### src/rtl/reg_to_apb_pkg.sv
// rtl/reg_to_apb_pkg.sv - shared helpers for the REG_BUS to APB4 bridge
package reg_to_apb_pkg;

  localparam logic [2:0] PprotDefault = 3'b000;

  // A disabled timeout still needs a one-bit counter so the logic stays well-formed.
  function automatic int unsigned wait_cnt_width(input int unsigned timeout_cycles);
    int unsigned w;
    w = $clog2(timeout_cycles + 1);
    return (w < 1) ? 1 : w;
  endfunction

endpackage

### src/rtl/reg_bus.sv
// rtl/reg_bus.sv - register-bus request/response bundle
interface REG_BUS #(
  parameter int unsigned ADDR_WIDTH = 32,
  parameter int unsigned DATA_WIDTH = 32
) ();
  logic [ADDR_WIDTH-1:0]   addr;
  logic                    write;
  logic [DATA_WIDTH-1:0]   wdata;
  logic [DATA_WIDTH/8-1:0] wstrb;
  logic                    valid;
  logic [DATA_WIDTH-1:0]   rdata;
  logic                    error;
  logic                    ready;

  modport in  (input addr, write, wdata, wstrb, valid, output rdata, error, ready);
  modport out (output addr, write, wdata, wstrb, valid, input rdata, error, ready);
endinterface

### src/rtl/reg_to_apb.sv
// rtl/reg_to_apb.sv - REG_BUS responder to APB4 initiator bridge with wait-state timeout
module reg_to_apb
  import reg_to_apb_pkg::*;
#(
  parameter int unsigned DataWidth     = 32,
  parameter int unsigned AddrWidth     = 32,
  parameter int unsigned TimeoutCycles = 0
) (
  input  logic                   clk_i,
  input  logic                   rst_i,
  REG_BUS.in                     reg_i,
  output logic [AddrWidth-1:0]   paddr_o,
  output logic                   psel_o,
  output logic                   penable_o,
  output logic                   pwrite_o,
  output logic [DataWidth-1:0]   pwdata_o,
  output logic [DataWidth/8-1:0] pstrb_o,
  output logic [2:0]             pprot_o,
  input  logic [DataWidth-1:0]   prdata_i,
  input  logic                   pready_i,
  input  logic                   pslverr_i
);

  localparam int unsigned StrbWidth = DataWidth / 8;
  localparam int unsigned CntWidth  = wait_cnt_width(TimeoutCycles);
  localparam logic [CntWidth-1:0] CntLast =
    (TimeoutCycles == 0) ? '0 : CntWidth'(TimeoutCycles - 1);
  localparam logic [CntWidth-1:0] CntSat = '1;

  localparam logic [1:0] StIdle   = 2'd0;
  localparam logic [1:0] StSetup  = 2'd1;
  localparam logic [1:0] StAccess = 2'd2;
  localparam logic [1:0] StResp   = 2'd3;

  logic [1:0]           state_q, state_d;
  logic [AddrWidth-1:0] addr_q, addr_d;
  logic                 write_q, write_d;
  logic [DataWidth-1:0] wdata_q, wdata_d;
  logic [StrbWidth-1:0] wstrb_q, wstrb_d;
  logic [DataWidth-1:0] rdata_q, rdata_d;
  logic                 error_q, error_d;
  logic [CntWidth-1:0]  cnt_q, cnt_d;

  always_comb begin
    state_d = state_q;
    addr_d  = addr_q;
    write_d = write_q;
    wdata_d = wdata_q;
    wstrb_d = wstrb_q;
    rdata_d = rdata_q;
    error_d = error_q;
    cnt_d   = cnt_q;
    case (state_q)
      StIdle: begin
        if (reg_i.valid) begin
          addr_d  = reg_i.addr;
          write_d = reg_i.write;
          wdata_d = reg_i.wdata;
          wstrb_d = reg_i.wstrb;
          state_d = StSetup;
        end
      end
      StSetup: begin
        cnt_d   = '0;
        state_d = StAccess;
      end
      StAccess: begin
        // A completion arriving in the last allowed cycle beats the timeout.
        if (pready_i) begin
          rdata_d = write_q ? '0 : prdata_i;
          error_d = pslverr_i;
          state_d = StResp;
        end else if ((TimeoutCycles != 0) && (cnt_q == CntLast)) begin
          rdata_d = '0;
          error_d = 1'b1;
          state_d = StResp;
        end else if (cnt_q != CntSat) begin
          cnt_d = cnt_q + CntWidth'(1);
        end
      end
      StResp: begin
        state_d = StIdle;
      end
      default: begin
        state_d = StIdle;
      end
    endcase
  end

  always_ff @(posedge clk_i) begin
    if (rst_i) begin
      state_q <= StIdle;
      addr_q  <= '0;
      write_q <= 1'b0;
      wdata_q <= '0;
      wstrb_q <= '0;
      rdata_q <= '0;
      error_q <= 1'b0;
      cnt_q   <= '0;
    end else begin
      state_q <= state_d;
      addr_q  <= addr_d;
      write_q <= write_d;
      wdata_q <= wdata_d;
      wstrb_q <= wstrb_d;
      rdata_q <= rdata_d;
      error_q <= error_d;
      cnt_q   <= cnt_d;
    end
  end

  // APB request fields come only from the capture registers so they hold through ACCESS.
  assign paddr_o   = addr_q;
  assign pwrite_o  = write_q;
  assign pwdata_o  = wdata_q;
  assign pstrb_o   = write_q ? wstrb_q : '0;
  assign pprot_o   = PprotDefault;
  assign psel_o    = (state_q == StSetup) || (state_q == StAccess);
  assign penable_o = (state_q == StAccess);

  assign reg_i.ready = (state_q == StResp);
  assign reg_i.rdata = rdata_q;
  assign reg_i.error = error_q;

endmodule

### src/flat_wrapper.sv
// flat-port wrapper written by rule: the top's interface ports become plain ports
module reg_to_apb_flat import reg_to_apb_pkg::*;
#(
  parameter int unsigned DataWidth     = 32,
  parameter int unsigned AddrWidth     = 32,
  parameter int unsigned TimeoutCycles = 0
)
  (clk_i, rst_i, paddr_o, psel_o, penable_o, pwrite_o, pwdata_o, pstrb_o, pprot_o, prdata_i, pready_i, pslverr_i, reg_i_addr, reg_i_write, reg_i_wdata, reg_i_wstrb, reg_i_valid, reg_i_rdata, reg_i_error, reg_i_ready);
  REG_BUS #(.ADDR_WIDTH(32), .DATA_WIDTH(32)) reg_i_i ();
  input  logic clk_i;
  input  logic rst_i;
  output logic [AddrWidth-1:0] paddr_o;
  output logic psel_o;
  output logic penable_o;
  output logic pwrite_o;
  output logic [DataWidth-1:0] pwdata_o;
  output logic [DataWidth/8-1:0] pstrb_o;
  output logic [2:0] pprot_o;
  input  logic [DataWidth-1:0] prdata_i;
  input  logic pready_i;
  input  logic pslverr_i;
  input wire logic [$bits(reg_i_i.addr)-1:0] reg_i_addr;
  input wire logic [$bits(reg_i_i.write)-1:0] reg_i_write;
  input wire logic [$bits(reg_i_i.wdata)-1:0] reg_i_wdata;
  input wire logic [$bits(reg_i_i.wstrb)-1:0] reg_i_wstrb;
  input wire logic [$bits(reg_i_i.valid)-1:0] reg_i_valid;
  output wire logic [$bits(reg_i_i.rdata)-1:0] reg_i_rdata;
  output wire logic [$bits(reg_i_i.error)-1:0] reg_i_error;
  output wire logic [$bits(reg_i_i.ready)-1:0] reg_i_ready;
  assign reg_i_i.addr = reg_i_addr;
  assign reg_i_i.write = reg_i_write;
  assign reg_i_i.wdata = reg_i_wdata;
  assign reg_i_i.wstrb = reg_i_wstrb;
  assign reg_i_i.valid = reg_i_valid;
  assign reg_i_rdata = reg_i_i.rdata;
  assign reg_i_error = reg_i_i.error;
  assign reg_i_ready = reg_i_i.ready;
  reg_to_apb #(.DataWidth(DataWidth), .AddrWidth(AddrWidth), .TimeoutCycles(TimeoutCycles)) u_core (.clk_i(clk_i), .rst_i(rst_i), .reg_i(reg_i_i), .paddr_o(paddr_o), .psel_o(psel_o), .penable_o(penable_o), .pwrite_o(pwrite_o), .pwdata_o(pwdata_o), .pstrb_o(pstrb_o), .pprot_o(pprot_o), .prdata_i(prdata_i), .pready_i(pready_i), .pslverr_i(pslverr_i));
endmodule
### config.mk
export PLATFORM = sky130hd
export DESIGN_NAME = reg_to_apb_flat
export DESIGN_NICKNAME = d
export VERILOG_FILES = /design/src/rtl/reg_to_apb_pkg.sv /design/src/rtl/reg_bus.sv /design/src/rtl/reg_to_apb.sv /design/src/flat_wrapper.sv
export SDC_FILE = /design/constraint.sdc
export NUM_CORES = 1
export LEC_CHECK = 0
export CAP_MARGIN = 30
export CORE_MARGIN = 2
export CORE_UTILIZATION = 35
export CTS_CLUSTER_SIZE = 10
export DETAILED_ROUTE_END_ITERATION = 8
export PLACE_DENSITY = 0.76
export SYNTH_ARGS = -nofsm -noshare
export SYNTH_HDL_FRONTEND = slang
export SYNTH_SLANG_ARGS = --single-unit
### constraint.sdc
create_clock -name clk_i -period 1.3 [get_ports clk_i]
set_input_delay 0.195 -clock clk_i [delete_from_list [all_inputs] [get_ports clk_i]]
set_output_delay 0.195 -clock clk_i [all_outputs]
set_load 0.02 [all_outputs]
Yosys cells after proc, flatten, opt, wreduce, memory -nomap -nowiden
Index checks and enable logic that the tools add are counted.
{"block": "totals", "ff_bits": 104}
{"block": "op_classes", "eq_ne": 5, "mux": 5, "n_reduce_logical": 5}
{"op": "32-bit two-way mux", "count": 1}
{"op": "2-bit case mux with 4 select lines", "count": 1}
{"op": "2-bit AND reduction", "count": 3}
{"op": "2-bit == test (second input constant)", "count": 2}
{"op": "2-bit two-way mux", "count": 2}
{"op": "4-bit two-way mux", "count": 1}
{"op": "2-bit by 1-bit == test with 1-bit output (second input constant)", "count": 1}
{"op": "2-bit zero test", "count": 1}
{"op": "2-bit by 1-bit != test with 1-bit output (second input constant)", "count": 1}
{"op": "2-bit != test (second input constant)", "count": 1}
{"op": "1-bit logical OR", "count": 1}

Longest topological paths before layout
Gate-level depths: netlist of run 1.
{"block": "logic_depth", "ltp_word": 3, "mapped_depth": 8, "depth_no_buf": 5}

Worst setup path after synthesis of run 1
No wires, ideal clock.
{"block": "synth_timing", "kind": "reg2reg", "start": "register u_core.state_q[0]", "end": "register u_core.state_q[0]", "arrival_time_ns": 1.353, "path_slack_ns": -0.140, "path_stages_with_launch": 7, "synth_period_minus_slack_ns": 1.440, "cell_sequence": "dfxtp_1 > inv_1 > ha_1 > buf_6 > nor2b_4 > or4_1 > o31ai_1"}
{"block": "synth_between", "elab_chain_cells": 3, "word_cells_on_any_way": 8}
{"element": "from (decl)", "line_no": "reg_to_apb.sv:35", "rtl": "logic [1:0] state_q, state_d;"}
{"element": "from (signal assigned)", "line_no": "reg_to_apb.sv:92", "rtl": "state_q <= StIdle;"}
{"element": "from (signal assigned)", "line_no": "reg_to_apb.sv:101", "rtl": "state_q <= state_d;"}
{"element": "2-bit == test or 2-bit zero test (tied branches)", "line_no": "reg_to_apb.sv:53", "rtl": "case (state_q)"}
{"element": "2-bit by 1-bit != test with 1-bit output (no source line) or 2-bit != test (tied branches)"}
{"element": "2-bit AND reduction (no source line)"}
Several ways; a longest one is shown, not always the timed one.
A chain may end at the register's enable or synchronous reset.

Worst setup path after layout of run 1
{"block": "layout_timing", "start": "register u_core.state_q[1]", "end": "register u_core.state_q[0]"}
Same word-level chain as after synthesis.

==> results of run 1 <==
## path summary, 6_finish.rpt
path              depth (start not counted)          startpoint                   to
hold reg to reg                           2  u_core.paddr_o[10]   u_core.paddr_o[10]
setup reg to reg                          5   u_core.state_q[1]    u_core.state_q[0]
hold / removal                            2               rst_i  u_core.pwdata_o[22]
setup / recovery                          5   u_core.state_q[1]    u_core.state_q[0]
## power breakdown
part	internal [mW]	switching [mW]	leakage, nW
clock network	0.770	1.00	0.0842
logic	2.92	3.15	2.07
registers	3.72	0.330	0.851
total	7.41	4.49	3.01
## through the flow
step,cells,utilization,worst slack (ps),area (µm²)
final,841,0.676,-117,7320
after floorplan,479,-,-64.7,3940
after global placement,805,0.572,-213,6200
after global routing,841,0.676,-175,7320
after CTS,828,0.598,-107,6480
after detailed placement,805,0.572,-234,6200
## cells by family after synthesis
logic type      after synthesis  synth area share
fa+ha+maj                     5            0.0160
buf+inv                      46            0.0564
other cells                   1          0.000960
compound gates              104             0.135
flops                       104             0.533
simple gates                217             0.259
## routing by layer
layer	vias up	wire, µm	global-route usage
met5	-	0	0
met3	32	1400	0.0688
li1	2018	-	-
met1	2078	5900	0.235
met2	208	7380	0.353
met4	0	428	0.0714
## layout make-up
type                       count  share of cell area
clock buffer                  12              0.0212
clock inverter                 1            0.000683
inverter                       2             0.00171
multi-input combinational    329               0.312
sequential                   104               0.285
tap                          140              0.0239
timing repair buffer         253               0.355
## what timing repair did
item | CTS | global route
gates cloned | 4 | 13
buffers inserted | 6 | 2
resized for setup | 154 | 240
setup endpoints to repair | 209 | 120
pin swaps | 2 | 76
## cell usage in the layout (no fill, tap or decap), types with 2 or more instances in the layout
| master | n |
|---|---|
| nor2b_4 | 2 |
| dfxtp_4 | 2 |
| dfxtp_1 | 101 |
| nand2_4 | 49 |
| a21oi_2 | 51 |
| buf_4 | 15 |
| conb_1 | 3 |
| clkbuf_16 | 12 |
| clkbuf_8 | 11 |
| and2_1 | 4 |
| a21oi_1 | 51 |
| clkdlybuf4s50_1 | 104 |
| ha_4 | 4 |
| buf_12 | 8 |
| buf_8 | 2 |
| buf_2 | 4 |
| nand2_2 | 11 |
| nand4b_1 | 32 |
| clkdlybuf4s15_1 | 13 |
| buf_6 | 7 |
| buf_16 | 3 |
| clkbuf_2 | 27 |
| nor2_1 | 2 |
| dlygate4sd2_1 | 58 |
| nand2_1 | 112 |
## registers in the layout, summed over array words and instances (netlist names)
signal / flops
u_core.reg_i.rdata: 32
u_core.reg_i.error: 1
u_core.state_q: 2
u_core.wstrb_q: 4
u_core.paddr_o: 32
u_core.pwdata_o: 32
u_core.pwrite_o: 1
## worst register-to-register path, stage by stage, from the launching register on
cell	delay [ps]
dfxtp_4	360
buf_6	130
ha_4	160
nor2b_4	130
or4_4	490
o31ai_2	70
## cells in the mapped netlist, drive strengths merged
cell / number
nor2: 2
nand3: 1
clkbuf: 13
buf: 31
nor2b: 2
conb: 1
or4b: 1
inv: 2
ha: 5
nand4b: 32
a21oi: 102
dfxtp: 104
o31ai: 2
nand2: 173
or4: 1
and2: 5
==> metrics.yaml, run 1 <==
synth:
  synth_seq_cells: 104
  yosys_warnings: 0
  synth_largest_area_cell: "dfxtp_1"
  syn_area_per_cell_um2: 8.19
  ys_seq_area_frac: 0.533
  synth_area_leaders: "dfxtp_1 53%, nand2_1 17%, a21oi_1 13%, nand4b_1 7.2%, buf_2 2.2%"
  yosysUniqueCellTypes: 20
  syn_area_um2: 3900
  synth_cells: 477
  yosysTopAreaCellShare: 0.533
clock_tree:
  cts_hold_buf: 0
  path_clk_slew_ps: 90
  cts_inserted_buffers: 9
  max-clock-path-buffers: 2
  cts_tree: "yes"
  cts_root_buffer: "clkbuf_8"
  htree_levels: 3
  cts_sinks: 104
  clock_latency_ps: 360
floorplan:
  die_area_um2: 12000
  die_y_um: 110
  core_um2: 10800
  start_util: 0.360
  io_pins: 214
  die_x_um: 110
  row_count: 38
critical_path:
  crit_fanout: 3
  crit_path_end_kind: "register"
  cp_slowest_cell: "or4_4"
  crit_required_ps: 1570
  critPathMaxStageDelay_ps: 490
  arrival_ps: 1690
  crit_type: "reg2reg"
  crit_buf_inv: 1
  critPathLaunchType: "register"
  crit_chain: "buf_6, ha_4, nor2b_4, or4_4, o31ai_2"
  critical_path.top_delay_family: "simple AND/OR/NAND/NOR gates"
  worst-r2r-setup-slack_ps: -120
cells_and_area:
  finalNetCount: 810
  multiInputGateArea_um2: 2290
  areaGrowthSynthToFinish_pct: 87.6
  regArea_um2: 2090
  drive_above_1_share: 0.310
  diodes: 0
  nFillCells: 863
sta:
  clock.fmax_mhz: 706
  fin_tns_setup_ps: -3750
  final_max_slew_viol_count: 0
  relSlewSlack: 0.525
  fin_crit_ps: 1420
  whs_ps: 137
  rsz0062_at_grt: "true"
  setup_viol_count_final: 98
  final_hold_viol_count: 0
  tightest_slew_ps: 712
  fin_ws_ps: -117
  fin_crit_sh: 1.09
  fin_skew_ps: 8.55
global_route:
  grt_pass1_vias: 3875
  antenna_found_initial: 0
  grt_use_total: 0.204
  grt-ovfl-total: 0
  grt_start_max_net_pins: 52
  grt_pass1_wl_um: 19100
routing:
  dr.first_iter.drc_count: 240
  routedWlPerCell_um: 18.0
  ant_nets: 0
  drtPass1Iterations: 5
  route.detailed.drc: 0
  wl_um: 15100
  vias_per_cell: 5.16
  dr_total_vias: 4336
power_and_ir_drop:
  p_leak_nw: 3.01
  peakVddDrop_v: 0.000920
  fin_total_pwr_mw: 11.9
  powerDensity_nw_per_um2: 1620
hold_path:
  hold_path_class: "in2reg"
outcome:
  violations: "setup timing"
  outcome: "complete, but fails checks"
run:
  cap_violations: 0
place:
  dp_hpwl_um: 8640
  gp_congestion: 0.733
  io_buffers: 210
No activity file was read; power rests on OpenSTA's default activity.
==> run 2: changes to the inputs <==
--- a/config.mk
+++ b/config.mk
@@ -11,6 +11,8 @@
 export CTS_CLUSTER_SIZE = 10
 export DETAILED_ROUTE_END_ITERATION = 8
 export PLACE_DENSITY = 0.76
+export SKIP_LAST_GASP = 1
+export SLEW_MARGIN = 30
 export SYNTH_ARGS = -nofsm -noshare
 export SYNTH_HDL_FRONTEND = slang
 export SYNTH_SLANG_ARGS = --single-unit
==> run 2 against run 1 <==
  * The run still ends with setup timing left
  * Wire length fell by 1.4%
  * Die area did not move
  * Power fell by 0.16%
  * Cell count did not move
  * Setup slack improved by 1.3 ps
  * Register-to-register slack barely moved
  * Combinational power barely moved
  * Flip-flop and latch count did not move
  * Worst hold slack got worse by 1.3 ps
  * Count of clock-buffer cells in the layout did not move
  * Sequential share of layout area fell by 0.24 points
  * Non-clock buffer count did not move
==> metrics.yaml, run 2 (synthesized netlist as in run 1, its figures left out) <==
outcome:
  violations: "setup timing"  # unchanged
  outcome: "complete, but fails checks"  # unchanged
floorplan:
  die_area_um2: 12000  # unchanged
  io_pins: 214  # unchanged
  start_util: 0.360  # unchanged
  die_x_um: 110  # unchanged
  die_y_um: 110  # unchanged
  row_count: 38  # unchanged
  core_um2: 10800  # unchanged
sta:
  final_hold_viol_count: 0  # unchanged
  relSlewSlack: 0.527  # was 0.525
  clock.fmax_mhz: 706  # about the same
  final_max_slew_viol_count: 0  # unchanged
  fin_skew_ps: 9.07  # was 8.55 ps
  fin_crit_sh: 1.09  # about the same
  whs_ps: 136  # was 137 ps
  rsz0062_at_grt: "true"  # unchanged
  fin_crit_ps: 1420  # about the same
  tightest_slew_ps: 709  # was 712 ps
  setup_viol_count_final: 101  # was 98
  fin_ws_ps: -116  # was -117 ps
critical_path:
  critPathMaxStageDelay_ps: 490  # about the same
  crit_fanout: 3  # unchanged
  crit_path_end_kind: "register"  # unchanged
  arrival_ps: 1690  # about the same
  crit_required_ps: 1580  # was 1570 ps
  crit_buf_inv: 1  # unchanged
  worst-r2r-setup-slack_ps: -120  # about the same
  reg2reg_to: "u_core.state_q[0]"  # unchanged
  cp_slowest_cell: "or4_4"  # unchanged
  critPathLaunchType: "register"  # unchanged
  critical_path.top_delay_family: "simple AND/OR/NAND/NOR gates"  # unchanged
  crit_type: "reg2reg"  # unchanged
  r2r_cells: 5  # unchanged
  crit_chain: "buf_6, ha_4, nor2b_4, or4_4, o31ai_2"  # unchanged
  r2r-start: "u_core.state_q[1]"  # unchanged
clock_tree:
  cts_inserted_buffers: 9  # unchanged
  max-clock-path-buffers: 2  # unchanged
  clock_latency_ps: 360  # about the same
  htree_levels: 3  # unchanged
  cts_sinks: 104  # unchanged
  cts_tree: "yes"  # unchanged
  cts_root_buffer: "clkbuf_8"  # unchanged
  path_clk_slew_ps: 90  # about the same
cells_and_area:
  drive_above_1_share: 0.274  # was 0.310
  diodes: 0  # unchanged
  final_cell_mix: "115 x nand2_1, 104 x clkdlybuf4s50_1, 101 x dfxtp_1, 84 x dlygate4sd2_1, 52 x a21oi_1"  # was 112 x nand2_1, 104 x clkdlybuf4s50_1, 101 x dfxtp_1, 58 x dlygate4sd2_1
  final_common_cell: "nand2_1"  # unchanged
  fin_util: 0.681  # was 0.676
  finalNetCount: 810  # unchanged
  areaGrowthSynthToFinish_pct: 89.1  # was 87.6%
power_and_ir_drop:
  p_leak_nw: 3.10  # was 3.01 nW
  fin_total_pwr_mw: 11.9  # about the same
  peakVddDrop_v: 0.000891  # was 0.000920 V
  powerDensity_nw_per_um2: 1610  # was 1620 nW/µm²
place:
  gp_congestion: 0.733  # unchanged
  io_buffers: 210  # unchanged
  dp_hpwl_um: 8640  # unchanged
global_route:
  antenna_found_initial: 0  # unchanged
  grt_start_max_net_pins: 52  # unchanged
  grt-ovfl-total: 0  # unchanged
  grt_pass1_vias: 3861  # was 3875
  grt_use_total: 0.204  # about the same
  grt_pass1_wl_um: 19000  # was 19100 µm
hold_path:
  hold_start: "rst_i"  # unchanged
  hold_path_class: "in2reg"  # unchanged
  hold-path-endpoint: "u_core.pwdata_o[22]"  # unchanged
  holdPathStages: 2  # unchanged
routing:
  wl_um: 14900  # was 15100 µm
  dr.first_iter.drc_count: 196  # was 240
  dr_total_vias: 4302  # was 4336
  drtPass1Iterations: 4  # was 5
  route.detailed.drc: 0  # unchanged
  routedWlPerCell_um: 17.7  # was 18.0 µm
  vias_per_cell: 5.12  # was 5.16
  ant_nets: 0  # unchanged
run:
  cap_violations: 0  # unchanged
==> run 2: changes by cell type in the layout (fill, tap and decap cells not counted) <==
cell,before,now
a21oi_1,51,52
a21oi_2,51,50
clkbuf_2,27,6
clkdlybuf4s15_1,13,8
dlygate4sd2_1,58,84
nand2_1,112,115
nand2_2,11,8
==> run 2: layout make-up <==
class | instances | area (µm²)
clock buffers | 12 | 155
clock inverters | 1 | 5.00
fillers | 842 | 3450
inverters | 2 | 12.5
multi-input cells | 329 | 2280
flip-flops and latches | 104 | 2090
well taps | 140 | 175
repair buffers | 253 | 2670
==> run 2: layer usage <==
metal	track usage	up-vias	part of all wire
met3	0.0688	32	0.090
met1	0.235	2049	0.38
met2	0.352	201	0.50
met5	0	-	0
met4	0.0696	0	0.027
li1	-	2020	-
==> run 2: how the worst max path moves through the flow <==
| stage | start | to | slack, ps | cells after the start |
|---|---|---|---|---|
| 4_1_cts | u_core.state_q[0] | psel_o | -120 | 3 |
| 6_report | u_core.state_q[1] | u_core.state_q[0] | -120 | 5 |
| 3_3_place_gp | u_core.state_q[0] | psel_o | -210 | 3 |
| 2_1_floorplan | u_core.state_q[0] | u_core.state_q[0] | -60 | 6 |
| 5_1_grt | u_core.state_q[0] | psel_o | -170 | 3 |
| 3_5_place_dp | u_core.state_q[0] | psel_o | -230 | 3 |
==> run 2: per-stage QoR <==
step | instance area [µm²] | setup TNS, ps | worst slack [ps] | cells
final | 7390 | -3270 | -116 | 841
after global routing | 7390 | -11950 | -167 | 841
after CTS | 6480 | -1740 | -125 | 828
after detailed placement | 6200 | -12660 | -234 | 805
after floorplan | 3940 | -128 | -64.7 | 479
after global placement | 6200 | -10650 | -213 | 805
==> run 2: worst reg2reg max path: cells and delay by family, from the launching register on <==
| kind | cells | cell delay [ps] |
|---|---|---|
| adder cells (fa/ha/maj) | 1 | 160 |
| flip-flops | 1 | 360 |
| AND/OR/NAND/NOR | 2 | 620 |
| buffers and inverters | 1 | 130 |
| AO/OA/AOI/OAI | 1 | 70 |
==> run 2: timing repair <==
action,CTS,global route
setup endpoints to repair,209,121
gates cloned,4,13
gates resized for setup,152,191
pin swaps,1,76
setup buffers,6,2
hold buffers,0,0
==> run 2: where the power goes <==
part / total [mW] / switching (mW) / internal, mW
clock network: 1.77 / 1.00 / 0.769
registers: 4.05 / 0.324 / 3.72
logic: 6.06 / 3.13 / 2.92
total: 11.9 / 4.46 / 7.42
